## src/rtl/adap_quan_mc.sv

```systemverilog
// ============================================================================
// Module   : adap_quan_mc
// Brief    : Three-stage, time-multiplexed adaptive quantizer (log, subtract
//            scale factor, rate-dependent threshold search) with valid/ready
//            flow control and a per-channel rate register file.
// Revision : 1.0 - initial release
// ============================================================================
`default_nettype none

module adap_quan_mc #(
    parameter int          NCH          = 32,
    parameter int          CHW          = 5,
    parameter logic [1:0]  RATE_DEFAULT = 2'd1
) (
    input  logic            CLK,
    input  logic            RESET_N,
    input  logic            IN_VALID,
    output logic            IN_READY,
    input  logic [CHW-1:0]  IN_CH,
    input  logic [15:0]     D,
    input  logic [12:0]     Y,
    input  logic            CFG_WE,
    input  logic [CHW-1:0]  CFG_CH,
    input  logic [1:0]      CFG_RATE,
    output logic            OUT_VALID,
    input  logic            OUT_READY,
    output logic [CHW-1:0]  OUT_CH,
    output logic [1:0]      OUT_RATE,
    output logic [4:0]      I
);

    localparam logic signed [11:0] c_thr_40 [15] = '{
        -12'sd122, -12'sd16, 12'sd68, 12'sd139, 12'sd198, 12'sd250, 12'sd298,
        12'sd339, 12'sd378, 12'sd413, 12'sd445, 12'sd475, 12'sd502, 12'sd528,
        12'sd553};
    localparam logic signed [11:0] c_thr_32 [7] = '{
        -12'sd124, 12'sd80, 12'sd178, 12'sd246, 12'sd300, 12'sd349, 12'sd400};
    localparam logic signed [11:0] c_thr_24 [3] = '{12'sd8, 12'sd218, 12'sd331};
    localparam logic signed [11:0] c_thr_16     = 12'sd261;

    // ------------------------------------------------------------------
    // Per-channel rate register file
    // ------------------------------------------------------------------
    logic [1:0]  r_rate [NCH];
    logic [31:0] w_cfg_ch32;
    logic [31:0] w_in_ch32;
    logic [1:0]  w_in_rate;

    assign w_cfg_ch32 = {{(32-CHW){1'b0}}, CFG_CH};
    assign w_in_ch32  = {{(32-CHW){1'b0}}, IN_CH};

    // Writes to channels without a register simply match no generate slot.
    for (genvar g = 0; g < NCH; g++) begin : g_rate
        always_ff @(posedge CLK or negedge RESET_N) begin
            if (!RESET_N) begin
                r_rate[g] <= RATE_DEFAULT;
            end else if (CFG_WE && (w_cfg_ch32 == g)) begin
                r_rate[g] <= CFG_RATE;
            end
        end
    end

    always_comb begin
        w_in_rate = RATE_DEFAULT;
        for (int k = 0; k < NCH; k++) begin
            if (w_in_ch32 == k) begin
                w_in_rate = r_rate[k];
            end
        end
    end

    // ------------------------------------------------------------------
    // Handshake: each stage advances when empty or its successor advances
    // ------------------------------------------------------------------
    logic r_v1;
    logic r_v2;
    logic r_v3;
    logic w_adv1;
    logic w_adv2;
    logic w_adv3;

    assign w_adv3   = !r_v3 || OUT_READY;
    assign w_adv2   = !r_v2 || w_adv3;
    assign w_adv1   = !r_v1 || w_adv2;
    assign IN_READY = w_adv1;

    // ------------------------------------------------------------------
    // Stage 1: capture sample, tag and rate
    // ------------------------------------------------------------------
    logic [15:0]    r_d1;
    logic [12:0]    r_y1;
    logic [CHW-1:0] r_ch1;
    logic [1:0]     r_rate1;

    always_ff @(posedge CLK or negedge RESET_N) begin
        if (!RESET_N) begin
            r_v1    <= 1'b0;
            r_d1    <= '0;
            r_y1    <= '0;
            r_ch1   <= '0;
            r_rate1 <= '0;
        end else if (w_adv1) begin
            r_v1 <= IN_VALID;
            if (IN_VALID) begin
                r_d1    <= D;
                r_y1    <= Y;
                r_ch1   <= IN_CH;
                r_rate1 <= w_in_rate;
            end
        end
    end

    // ------------------------------------------------------------------
    // LOG: magnitude, exponent (MSB position) and 7-bit mantissa
    // ------------------------------------------------------------------
    logic        w_ds;
    logic [15:0] w_neg;
    logic [14:0] w_dqm;
    logic [3:0]  w_exp;
    logic [21:0] w_shift;
    logic [10:0] w_dl;

    assign w_ds    = r_d1[15];
    assign w_neg   = 16'd0 - r_d1;
    assign w_dqm   = w_ds ? w_neg[14:0] : r_d1[14:0];
    assign w_shift = {w_dqm, 7'd0} >> w_exp;
    assign w_dl    = {w_exp, w_shift[6:0]};

    always_comb begin
        w_exp = 4'd0;
        for (int k = 1; k < 15; k++) begin
            if (w_dqm[k]) begin
                w_exp = 4'(k);
            end
        end
    end

    // ------------------------------------------------------------------
    // Stage 2: log-domain value and sign
    // ------------------------------------------------------------------
    logic [10:0]    r_dl2;
    logic           r_ds2;
    logic [12:0]    r_y2;
    logic [CHW-1:0] r_ch2;
    logic [1:0]     r_rate2;

    always_ff @(posedge CLK or negedge RESET_N) begin
        if (!RESET_N) begin
            r_v2    <= 1'b0;
            r_dl2   <= '0;
            r_ds2   <= 1'b0;
            r_y2    <= '0;
            r_ch2   <= '0;
            r_rate2 <= '0;
        end else if (w_adv2) begin
            r_v2 <= r_v1;
            if (r_v1) begin
                r_dl2   <= w_dl;
                r_ds2   <= w_ds;
                r_y2    <= r_y1;
                r_ch2   <= r_ch1;
                r_rate2 <= r_rate1;
            end
        end
    end

    // ------------------------------------------------------------------
    // SUBTB and QUAN: both operands are at most 11 bits, so 12 bits never wrap
    // ------------------------------------------------------------------
    logic signed [11:0] w_dln;
    logic [3:0]         w_mag;
    logic [4:0]         w_code;

    assign w_dln = $signed({1'b0, r_dl2} - {1'b0, r_y2[12:2]});

    always_comb begin
        w_mag = 4'd0;
        case (r_rate2)
            2'd0: begin
                for (int k = 0; k < 15; k++) begin
                    if (w_dln >= c_thr_40[k]) w_mag = w_mag + 4'd1;
                end
            end
            2'd1: begin
                for (int k = 0; k < 7; k++) begin
                    if (w_dln >= c_thr_32[k]) w_mag = w_mag + 4'd1;
                end
            end
            2'd2: begin
                for (int k = 0; k < 3; k++) begin
                    if (w_dln >= c_thr_24[k]) w_mag = w_mag + 4'd1;
                end
            end
            default: begin
                if (w_dln >= c_thr_16) w_mag = 4'd1;
            end
        endcase
    end

    // Negative and positive-zero magnitudes fold onto the upper half of the code space
    always_comb begin
        w_code = 5'd0;
        case (r_rate2)
            2'd0: w_code = r_ds2 ? (5'd31 - {1'b0, w_mag})
                                 : ((w_mag == 4'd0) ? 5'd31 : {1'b0, w_mag});
            2'd1: w_code = r_ds2 ? (5'd15 - {1'b0, w_mag})
                                 : ((w_mag == 4'd0) ? 5'd15 : {1'b0, w_mag});
            2'd2: w_code = r_ds2 ? (5'd7 - {1'b0, w_mag})
                                 : ((w_mag == 4'd0) ? 5'd7 : {1'b0, w_mag});
            default: w_code = r_ds2 ? (5'd3 - {1'b0, w_mag}) : {1'b0, w_mag};
        endcase
    end

    // ------------------------------------------------------------------
    // Stage 3: output register
    // ------------------------------------------------------------------
    logic [4:0]     r_i3;
    logic [CHW-1:0] r_ch3;
    logic [1:0]     r_rate3;

    always_ff @(posedge CLK or negedge RESET_N) begin
        if (!RESET_N) begin
            r_v3    <= 1'b0;
            r_i3    <= '0;
            r_ch3   <= '0;
            r_rate3 <= '0;
        end else if (w_adv3) begin
            r_v3 <= r_v2;
            if (r_v2) begin
                r_i3    <= w_code;
                r_ch3   <= r_ch2;
                r_rate3 <= r_rate2;
            end
        end
    end

    assign OUT_VALID = r_v3;
    assign OUT_CH    = r_ch3;
    assign OUT_RATE  = r_rate3;
    assign I         = r_i3;

endmodule

`default_nettype wire

```

## config.mk

```make
export PLATFORM = sky130hd
export DESIGN_NAME = adap_quan_mc
export DESIGN_NICKNAME = d
export VERILOG_FILES = /design/src/rtl/adap_quan_mc.sv
export SDC_FILE = /design/constraint.sdc
export NUM_CORES = 1
export LEC_CHECK = 0
export ABC_AREA = 1
export BUFFER_PORTS_ARGS = -buffer_cell sky130_fd_sc_hd__buf_2
export CORE_ASPECT_RATIO = 1.4
export CORE_MARGIN = 2
export CORE_UTILIZATION = 25
export DETAILED_ROUTE_END_ITERATION = 16
export SLEW_MARGIN = 20
export SYNTH_ARGS = -nofsm -noshare
export SYNTH_HDL_FRONTEND = slang
export SYNTH_SLANG_ARGS = --single-unit
export TNS_END_PERCENT = 50
```

## constraint.sdc

```tcl
create_clock -name CLK -period 9.7 [get_ports CLK]
set_input_delay 0.97 -clock CLK [delete_from_list [all_inputs] [get_ports CLK]]
set_output_delay 0.97 -clock CLK [all_outputs]
set_load 0.02 [all_outputs]
```

# Word-level counts from Yosys, hierarchy flattened
# Index checks and enable logic that the tools add are counted.
# word_totals
in_bits,46
rom_bits,0
wordCells,315
out_inout_bits,14
latch_bits,0
n_memories,0
mem_bits_rw,0
regBits,147
# op_classes
n_reduce_logical,45
n_lt_le_gt_ge,26
muxes,104
n_bitwise,0
mul,0
shift,1
div,0
n_addsub,28
n_eq_ne,64
# op_table
op,count
4-bit two-way mux,59
"5-bit equality test, second input constant",32
"12-bit by 10-bit >= comparator with 1-bit output, second input constant",12
"4-bit by 1-bit adder with 4-bit output, second input constant",22
"5-bit by 4-bit equality test with 1-bit output, second input constant",16
"12-bit by 9-bit >= comparator with 1-bit output, second input constant",6
32-bit zero test,2
2-bit two-way mux,32
"12-bit by 8-bit >= comparator with 1-bit output, second input constant",4
"5-bit by 3-bit equality test with 1-bit output, second input constant",8
1-bit logical AND,32
5-bit two-way mux,5
"12-bit by 11-bit >= comparator with 1-bit output, second input constant",2
"12-bit by 5-bit >= comparator with 1-bit output, second input constant",2
22-bit by 4-bit right shift with 7-bit output,1
"5-bit by 2-bit equality test with 1-bit output, second input constant",4
15-bit two-way mux,1
5-bit one-hot mux with 3 select lines,1
"1-bit by 15-bit subtractor with 15-bit output, first input constant",1
4-bit one-hot mux with 3 select lines,1
11-bit by 11-bit subtractor with 12-bit output,1
"5-bit by 1-bit equality test with 1-bit output, second input constant",2
2-bit AND reduction,3
1-bit two-way mux,5
10 further kinds,14

# Logic depth before layout (Yosys ltp)
# depth
word_depth,50
depth_mapped,68

# Worst setup path before layout
# Ideal clock, no wire load.
# synth_path
kind,flip-flop to flip-flop
startpoint,register r_dl2[0]
endpoint,register r_i3[3] (netlist: I[3])
period_less_slack_ps,8377
path_stages_with_launch,65
arrival_ps,8253
path_buffers,0
t_required_ps,9576
setup_slack_ps,1323
path_cell_list,dfrtp_1 -> inv_1 -> ha_1 -> inv_1 -> fa_1 -> nand3_1 -> nand3_2 -> nand2_1 -> nand2_1 -> nand2_1 -> nand2_1 -> inv_2 -> nand3_1 -> inv_1 -> nand2_1 -> nand3_1 -> inv_1 -> ha_1 -> (+29 left out) -> nor2_1 -> o31ai_1 -> ha_1 -> or2_2 -> nand2_1 -> inv_1 -> ha_1 -> nand2_1 -> nor2_1 -> o21ai_0 -> inv_1 -> ha_1 -> inv_1 -> nor2_1 -> a21oi_1 -> nand3_1 -> nand3_1 -> a21oi_1
# synth_via
elab_chain_cells,50
word_cells_on_any_way,111
classes_between,add/sub (27); order compare (26); mux (57); reduce/logical (1)
# synth_rtl
item,line,text
from (decl),141,logic [10:0] r_dl2;
from (signal assigned),158,r_dl2 <= w_dl;
11-bit by 11-bit subtractor with 12-bit output *,174,"assign w_dln = $signed({1'b0, r_dl2} - {1'b0, r_y2[12:2]});"
12-bit by 8-bit >= comparator with 1-bit output,181,if (w_dln >= c_thr_40[k]) w_mag = w_mag + 4'd1;
1-bit two-way mux,181,
4-bit two-way mux,178,case (r_rate2)
4-bit by 1-bit adder with 4-bit output,181,
4-bit two-way mux,181,
4-bit two-way mux,178,
4-bit by 1-bit adder with 4-bit output,181,
(+32 left out),-,
4-bit by 1-bit adder with 4-bit output,181,
4-bit two-way mux,181,
4-bit two-way mux,178,
4-bit by 1-bit adder with 4-bit output,181,
4-bit two-way mux,181,
4-bit one-hot mux with 3 select lines *,178,
"parallel branches: the longest is 3 deep, another holds 5-bit by 4-bit subtractor with 5-bit output",-,
5-bit one-hot mux with 3 select lines *,203,case (r_rate2)
to (signal assigned),230,r_i3 <= w_code;
to (decl),217,logic [4:0] r_i3;
# Mark *: on every way between the ends. The select of a mux whose other input is x is not followed.
# A chain may end at the register's enable or synchronous reset.

# Worst setup path after layout
# Ends and elaborated chain as after synthesis.

==> impl_metrics.csv <==
group,metric,value,unit
yosys,yosys.area.top_type,"dfrtp_1",
clock_network,cts-root-buf,"clkbuf_16",
timing,setup_viol,0,
yosys,synth_top_cell_area_share,0.265,
clock_network,clock_latency,0.44,ns
clock_network,clock-sinks,143,
yosys,synth_edf_count,0,
drt,vias,9947,
placement,pre_cts_ws,0.202,ns
yosys,synthCells,1554,
yosys,yosysMostFrequentCell,"nand2_1",
die,io-pin-count,60,
finish,area_growth,14.9,%
timing,skew,0.0198,ns
yosys,synth-seq-cells,143,
timing,setup_tns,0,ns
global_routing,grt_pass1_vias,9799,
timing,fin_ws,0.877,ns
clock_network,cts_tree,"yes",
setup_path,cp-end-kind,"flip-flop",
timing,worstMarginPinSlew,1.02,ns
timing,slew_headroom,0.322,
timing,slew_viol_final,0,
timing,fin_crit_sh,0.910,
worst_hold_path,hold_path_class,"reg -> reg",
drt,wl_per_cell,12.7,um
die,die_w,177,um
setup_path,critical_path.max_fanout,6,
drt,routed_wl,27.5,mm
global_routing,grt_max_degree,82,
yosys,async_flop_share,1.00,
die,fp-row-count,88,
timing,hold_viol_final,0,
placement,portBuffers,57,
timing,max_freq,113,MHz
yosys,synth_top_flop_cell,"dfrtp_1",
clock_network,cts_buffers,17,
die,dieHeight,246,um
finish,antenna-diode-count,0,
yosys,avgSynthCellArea,6.74,sq um
setup_path,slowest_stage,"fa_2",
yosys,synth_area_leaders,"dfrtp_1 27%, nand2_1 16%, dfstp_2 8.0%, o21ai_0 7.7%, inv_1 7.4%",
setup_path,cp_slowest_stage_delay,0.42,ns
die,dieArea,43500,sq um
setup_path,path_delay_family,"simple AND/OR/NAND/NOR gates",
placement,finalWeightedCongestion,0.882,
setup_path,required,10.03,ns
yosys,yosys.cell_types.count,56,
global_routing,grt-ovfl-total,0,
drt,drc_errors,0,
yosys,synth_commonest_cells,"450 x nand2_1, 205 x inv_1, 160 x o21ai_0",
yosys,netlist_area,10500,sq um
die,coreArea,41300,sq um
drt,viasPerCell,4.61,
finish,drive_above_1_share,0.149,
setup_path,arrival,9.16,ns
clock_network,cts.path.max_buffers,2,
global_routing,antenna_found_initial,0,
timing,rsz0062_at_grt,"false",
placement,dp_hpwl,21.3,mm
setup_path,path_buf_inv,9,
die,start_util,0.254,
yosys,ys_seq_area_frac,0.346,
setup_path,startpoint_type,"flip-flop",
finish,nNetsFinal,1686,
status,status,"complete, no violations",
flow_run,max_cap_viol_count,0,
yosys,syn_nets,1636,
finish,final_core_util,0.291,
global_routing,grt_pass1_wl,46.5,mm
clock_network,clk_pin_slew,0.07,ns
global_routing,grt_usage,0.131,
clock_network,cts_htree_levels,4,
setup_path,path_class,"reg -> reg",
drt,ant_nets,0,
drt,drt-initial-drc-count,477,
timing,fin_crit,8.82,ns
drt,drt_first_pass_iters,5,
yosys,yosys_warnings,0,
[registers in the layout, indices dropped and copies added (netlist names)]
register	flops
r_rate1	2
r_ch2	5
r_y1	11
r_ds2	1
OUT_VALID	1
r_rate	64
r_v1	1
r_d1	16
r_rate2	2
r_ch1	5
r_dl2	11
r_v2	1
OUT_RATE	2
r_y2	11
I	5
OUT_CH	5
[routing by layer]
metal | GRT usage | vias up | wire (um)
met1 | 0.144 | 4607 | 11300
met3 | 0.0170 | 45 | 799
li1 | - | 5128 | -
met5 | 0 | - | 0
met2 | 0.249 | 167 | 14500
met4 | 0.0547 | 0 | 801
[worst register-to-register path, delay by kind of cell, from the launching register on]
| kind | cells | cell delay [ns] |
|---|---|---|
| adder cells (fa/ha/maj) | 11 | 2.79 |
| flip-flops | 1 | 0.37 |
| XOR/XNOR | 3 | 0.41 |
| AND/OR/NAND/NOR | 27 | 2.93 |
| AO/OA/AOI/OAI | 11 | 1.51 |
| buffers and inverters | 9 | 0.68 |
[logic make-up after synthesis]
group	Yosys count	synth area share
flops	143	0.346
simple gates	810	0.345
xor+xnor	24	0.0201
buf+inv	256	0.0920
compound gates	281	0.149
fa+ha+maj	36	0.0437
mux	4	0.00418
[worst paths after layout]
kind | startpoint | to | slack (ns) | depth (start not counted)
min in group asynchronous | RESET_N | r_d1[3]$_DFFE_PN0P_ | 0.50 | 1
max in group asynchronous | RESET_N | r_ch1[2]$_DFFE_PN0P_ | 8.05 | 2
hold / removal | r_ch1[0]$_DFFE_PN0P_ | r_ch1[0]$_DFFE_PN0P_ | 0.47 | 2
hold reg to reg | r_ch1[0]$_DFFE_PN0P_ | r_ch1[0]$_DFFE_PN0P_ | 0.47 | 2
setup / recovery | r_dl2[0]$_DFFE_PN0P_ | I[3]$_DFFE_PN0P_ | 0.88 | 61
setup reg to reg | r_dl2[0]$_DFFE_PN0P_ | I[3]$_DFFE_PN0P_ | 0.88 | 61
[area by class of cell]
type	count	area [sq um]
clock buffers	18	429
well taps	540	676
repair buffers	68	378
multi-input cells	1155	5970
flip-flops and latches	143	3620
inverters	219	822
clock inverters	14	140
fillers	4536	29300
[layout by cell type (no fill, tap or decap), types with 3 or more instances in the layout]
cell       instances
nand2_1          444
inv_1            204
o21ai_0          158
nor2_1           148
dfrtp_1          111
nand3_1           85
a21oi_1           57
buf_2             56
nand2_2           37
ha_1              34
dfstp_2           32
nand4_1           19
nand3_2           17
clkbuf_16         17
xor2_1            15
inv_2             13
nor3_1            13
nand3b_1          11
o21ai_1           10
buf_4             10
a31oi_1            9
nor2_2             8
nand2_4            8
or2_2              7
xnor2_1            7
inv_6              7
o31ai_1            6
o22ai_1            5
nand3_4            4
o211ai_1           4
inv_8              4
o21bai_1           3
mux2_2             3
o41ai_1            3
o2111ai_1          3
o221ai_1           3
[repair_timing]
action / CTS / global route
setup buffers: 0 / 2
hold buffers: 0 / 0
setup endpoints to repair: 0 / 5
gates resized for setup: 0 / 21
[per-stage QoR]
stage	hold WS [ns]	area, sq um	cells
3_3_place_gp	0.455	11400	2123
2_1_floorplan	0.442	10500	1554
4_1_cts	0.476	11900	2155
3_5_place_dp	0.460	11400	2123
6_report	0.472	12000	2157
5_1_grt	0.498	12000	2157
Power is not shown: default switching activity piles up to over one toggle a cycle in this logic, so the estimate is an artifact.
